<file path="config.mk">
export PLATFORM = sky130hd
export DESIGN_NAME = int_to_fp32
export DESIGN_NICKNAME = d
export VERILOG_FILES = /design/src/rtl/int_to_fp32.sv
export SDC_FILE = /design/constraint.sdc
export NUM_CORES = 1
export LEC_CHECK = 0
export BUFFER_PORTS_ARGS = -buffer_cell sky130_fd_sc_hd__buf_4
export CAP_MARGIN = 20
export CORE_MARGIN = 2
export CORE_UTILIZATION = 58
export CTS_CLUSTER_SIZE = 40
export DETAILED_ROUTE_END_ITERATION = 8
export PLACE_DENSITY_LB_ADDON = 0.3
export SKIP_CTS_REPAIR_TIMING = 1
export SYNTH_ARGS = -nofsm -noshare
export SYNTH_HDL_FRONTEND = slang
export SYNTH_SLANG_ARGS = --single-unit
</file>
<file path="constraint.sdc">
create_clock -name clk -period 4.25 [get_ports clk]
set_input_delay 0.2125 -clock clk [delete_from_list [all_inputs] [get_ports clk]]
set_output_delay 0.2125 -clock clk [all_outputs]
set_load 0.005 [all_outputs]
</file>
<file path="src/rtl/int_to_fp32.sv">
// int_to_fp32: multi-cycle 32-bit integer to IEEE-754 float32 converter,
// normalizing one bit per cycle and rounding to nearest-even.
module int_to_fp32 #(
  parameter bit SIGNED = 1'b1
) (
  input  logic        clk,
  input  logic        rst_n,
  input  logic        in_valid,
  output logic        in_ready,
  input  logic [31:0] in_data,
  output logic        out_valid,
  input  logic        out_ready,
  output logic [31:0] out_data,
  output logic        busy
);
  typedef enum logic [1:0] {IDLE, NORM, ROUND, DONE} state_t;
  state_t      state_q;
  logic        sign_q;
  logic [7:0]  exp_q;
  logic [31:0] mag_q;
  logic [31:0] out_q;
  logic        sign_d;
  logic [31:0] mag_d;
  logic [23:0] mant_r;
  assign sign_d = SIGNED & in_data[31];
  assign mag_d  = sign_d ? (~in_data + 32'd1) : in_data;
  // Bit 23 of the rounded mantissa is the carry that bumps the exponent
  assign mant_r = {1'b0, mag_q[30:8]} + 24'(mag_q[7] & ((|mag_q[6:0]) | mag_q[8]));
  always_ff @(posedge clk or negedge rst_n) begin
    if (!rst_n) begin
      state_q <= IDLE;
      sign_q  <= 1'b0;
      exp_q   <= 8'd0;
      mag_q   <= 32'd0;
      out_q   <= 32'd0;
    end else begin
      case (state_q)
        IDLE: if (in_valid) begin
          sign_q <= sign_d;
          mag_q  <= mag_d;
          exp_q  <= 8'd158;
          if (mag_d == 32'd0) begin
            out_q   <= 32'd0;
            state_q <= DONE;
          end else state_q <= NORM;
        end
        NORM: if (!mag_q[31]) begin
          mag_q <= mag_q << 1;
          exp_q <= exp_q - 8'd1;
        end else state_q <= ROUND;
        ROUND: begin
          out_q   <= {sign_q, exp_q + 8'(mant_r[23]), mant_r[22:0]};
          state_q <= DONE;
        end
        DONE: if (out_ready) state_q <= IDLE;
      endcase
    end
  end
  assign in_ready  = state_q == IDLE;
  assign out_valid = state_q == DONE;
  assign busy      = state_q != IDLE;
  assign out_data  = out_q;
endmodule
</file>
[Word-level counts from Yosys, hierarchy flattened]
Index checks and enable logic that the tools add are counted.
Cells by class
  add/sub/neg operators: 4
  equal/unequal tests: 8
  multiplexer cells: 15
  bitwise logic cells: 3
  reductions and logical operators: 11
Operators with widths (count)
  $mux W32: 5
  $pmux W32 S2: 2
  $add A32 B1 Y32 const B: 1
  $logic_not A32 Y1: 1
  $not A32 Y32: 1
  $add A23 B1 Y24: 1
  $mux W8: 2
  $pmux W8 S2: 1
  $reduce_and A3 Y1: 3
  $add A8 B1 Y8: 1
  $mux W2: 4
  $pmux W2 S4: 1
  $sub A8 B1 Y8 const B: 1
  $reduce_or A7 Y1: 1
  $ne A2 B2 Y1 const B: 3
  $reduce_bool A2 Y1: 3
  $eq A2 B2 Y1 const B: 2
  $ne A2 B1 Y1 const B: 2
  $reduce_and A2 Y1: 2
  $eq A2 B1 Y1 const B: 1
  $logic_not A2 Y1: 1
  $and A1 B1 Y1: 1
  $or A1 B1 Y1: 1
Storage, ports and cells
  register bits after elaboration: 75
  output and inout port bits: 35
  logic and storage cells: 47

[Logic depth before layout (Yosys ltp)]
  depth after elaboration: 7
  gate-level depth with buffers: 13

[Worst setup path after synthesis]
No wires, ideal clock.
  path kind: input to register
  start point: input port in_data[0]
  end point: register out_q[0], in the netlist out_data[0]
  arrival time: 3497 ps
  required time: 4168 ps
  path slack: 671 ps
  stages on the path: 12
  path buffers: 2
  path through: inv_1 > ha_1 > or4b_1 > buf_2 > or4_1 > a211oi_1 > o211ai_1 > or4b_1 > or4_4 > o31a_1 > buf_2 > o22ai_1
On the way
  cells in the longest elaborated chain, start to end: 6
Ends and longest elaborated chain
  from (decl): line 10  | input logic [31:0] in_data,
  $not A32 Y32: line 26  | assign mag_d = sign_d ? (~in_data + 32'd1) : in_data;
  $add A32 B1 Y32: line 26
  $mux W32 *: line 26
  $logic_not A32 Y1 *: line 42  | if (mag_d == 32'd0) begin
  $ne A2 B1 Y1 (no source line) *
  $reduce_and A3 Y1 (no source line) *
  to (signal assigned): line 52  | out_q <= {sign_q, exp_q + 8'(mant_r[23]), mant_r[22:0]};
  to (decl): line 21  | logic [31:0] out_q;
Every way passes the cells marked *; elsewhere a longest branch is shown, timed or not.
A chain may end at the register's enable or synchronous reset.

[Final worst setup path]
Ends and elaborated chain as after synthesis.

==> impl_metrics.csv <==
group,metric,value,unit
sta,fmax,277,MHz
floorplan,io_pins,71,
clocking,cts.root.buffer_cell,"clkbuf_8",
synth,synth-seq-area-share,38.8,%
sta,tns,0,ns
detailed_routing,post-route-drc-count,0,
clocking,cts_max_path_buffers,2,
clocking,clk_latency,0.36,ns
detailed_routing,routed_wirelength,11900,um
synth,yosysMostFrequentCell,"nand2_1",
place,gp_congestion,0.924,
synth,synth_cell_type_count,55,
floorplan,row_count,33,
layout,multi_input_area,2720,um^2
detailed_routing,avgViaCountPerCell,6.07,
sta,setup_violations,0,
clocking,cts_tree,"built",
synth,synth_warnings,0,
sta,fin_crit_sh,84.9,%
layout,nets,678,
floorplan,core,8130,um^2
grt,grt_max_degree,76,
sta,fin_hold_ws,-0.0223,ns
worst_setup_path,cp_data_required_time,4.53,ns
worst_setup_path,crit_fanout,32,
job,max_cap_viol_count,0,
sta,fin_skew,0.0125,ns
place,io_buffers,70,
worst_setup_path,path_cells,"buf_4 -> inv_1 -> ha_1 -> or4b_1 -> or4_1 -> a211oi_1 -> o211ai_1 -> or4b_1 -> or4_4 -> o31a_1 -> buf_4 -> o22ai_1",
worst_setup_path,start_kind,"input port",
detailed_routing,num_vias,4504,
grt,grt_pass1_wl,20000,um
pwr,ir_drop,300,uV
layout,fillCellCount,640,
worst_setup_path,critPathMaxStageDelay,0.59,ns
synth,synth_area_leaders,"dfrtp_1 (39%), nand2_1 (7.2%), xor2_1 (6.0%)",
floorplan,die_width,95.3,um
synth,synth_area_per_cell,8.34,um^2
place,hpwl,8740,um
layout,drive_above_1_share,17.0,%
synth,async_reset_ff_share,100,%
floorplan,start_util,59.5,%
detailed_routing,wl_per_cell,16.0,um
worst_setup_path,cpLargestDelayFamily,"simple AND/OR/NAND/NOR gates",
floorplan,die_y,95.3,um
floorplan,die_area,9090,um^2
detailed_routing,drt_iter0_markers,361,
synth,synth_largest_area_cell,"dfrtp_1",
sta,tightest_slew,0.900,ns
pwr,p_leak,2.40,nW
worst_hold_path,holdCritPathClass,"input port to asynchronous set/reset pin",
sta,slew_viol_final,0,
worst_setup_path,crit_buf_inv,3,
clocking,clkSinkCount,75,
worst_setup_path,end_kind,"flip-flop",
grt,grt_overflow,0,
layout,syn2layout_area_growth,16.9,%
clocking,clk_pin_slew,0.08,ns
synth,synthCells,580,
outcome,status,"finished with violations",
synth,synth-seq-cells,75,
worst_setup_path,crit_type,"input port to flip-flop",
synth,syn-cell-area,4840,um^2
sta,period_needed,3.61,ns
grt,grt_pass1_vias,4092,
layout,register_area,1880,um^2
worst_setup_path,crit_slowest_cell,"or4b_1",
synth,synth_ff_type,"dfrtp_1",
synth,netlist.area_leader.share,38.8,%
clocking,htreeDepth,3,
detailed_routing,antenna_left,0,
clocking,cts_made_buffers,9,
sta,rsz0062_at_grt,"no",
detailed_routing,dr.pass1.iters,7,
sta,hold_viol_final,28,
synth,synth_edf_count,0,
synth,yosys-top-cells-count,"nand2_1 (93), dfrtp_1 (75), o21ai_0 (43)",
worst_setup_path,arrival,3.88,ns
layout,antennaDiodeCount,0,
outcome,failed_checks,"hold timing",
grt,grt_antenna_before_repair,0,
sta,slew_headroom,40.0,%
pwr,power_per_cell_area,607,nW/um^2
grt,grt.total_usage,28.1,%
synth,synth_nets,625,
[layout make-up]
class / instances / share of cell area [%]
well taps: 105 / 2.32
multi-input cells: 446 / 48.2
clock buffers: 11 / 2.68
flip-flops and latches: 75 / 33.2
clock inverters: 4 / 1.31
inverters: 20 / 1.33
repair buffers: 81 / 11.0
[layer usage]
layer | up-vias | wire [um] | global-route usage (%)
met1 | 2103 | 5270 | 40.4
li1 | 2184 | - | -
met2 | 193 | 5590 | 43.6
met3 | 24 | 783 | 3.72
met5 | - | 0 | 0
met4 | 0 | 256 | 10.3
[power by group]
group / switching, mW / internal (mW)
registers: 0.299 / 1.02
clock network: 0.260 / 0.359
logic: 0.827 / 0.666
[placed cells by master, fill, tap and decap left out, drive strengths merged, types with 12 or more instances in the layout]
master  count
nand2      93
dfrtp      75
xor2       33
a21oi      24
inv        19
xnor2      24
nor2       38
nor3       12
nand3      14
o22ai      36
buf        81
o21ai      43
[registers in the layout, indices dropped and copies added (netlist names)]
register	count
sign_q	1
mag_q	32
state_q	2
exp_q	8
out_data	32
[metrics by stage]
step	util (%)	area [um^2]	worst slack, ns	std cells	power [mW]
final	69.5	5650	0.642	742	3.43
after global routing	69.5	5650	0.440	742	3.72
after CTS	69.5	5650	0.638	742	3.43
after detailed placement	66.7	5430	0.268	727	2.81
after global placement	66.7	5430	0.350	727	2.74
after floorplan	-	4840	0.671	580	2.22
[worst reg2reg max path: stages (launching register included)]
cell	delay, ns
dfrtp_1	0.43
inv_1	0.11
ha_1	0.33
and3_1	0.21
o2111ai_1	0.14
nor4b_1	0.33
or4b_1	0.48
or4_4	0.54
o31a_1	0.31
buf_4	0.24
o22ai_1	0.20
[kinds of logic (layout without fill, tap and decap cells)]
kind of cell,after synthesis,in the layout,share of synthesized area [%]
AO/OA/AOI/OAI,154,154,20.5
XOR/XNOR,57,57,10.3
adder cells (fa/ha/maj),9,9,2.33
buffers and inverters,59,116,4.89
flip-flops,75,75,38.8
multiplexers,3,3,0.673
AND/OR/NAND/NOR,223,223,22.5
[final timing paths]
path                                         from                       end  slack, ns  depth (start not counted)
max                                    in_data[0]   out_data[0]$_DFFE_PN0P_       0.64                         12
min                                         rst_n  out_data[29]$_DFFE_PN0P_      -0.02                          1
max reg2reg                state_q[1]$_DFFE_PN0P_   out_data[0]$_DFFE_PN0P_       0.86                         10
min reg2reg                  mag_q[3]$_DFFE_PN0P_      mag_q[3]$_DFFE_PN0P_       0.51                          2
max in group asynchronous                   rst_n     mag_q[27]$_DFFE_PN0P_       3.68                          1
min in group clk                       in_data[0]      mag_q[0]$_DFFE_PN0P_       0.18                          3
No activity file was read; power rests on OpenSTA's default activity.
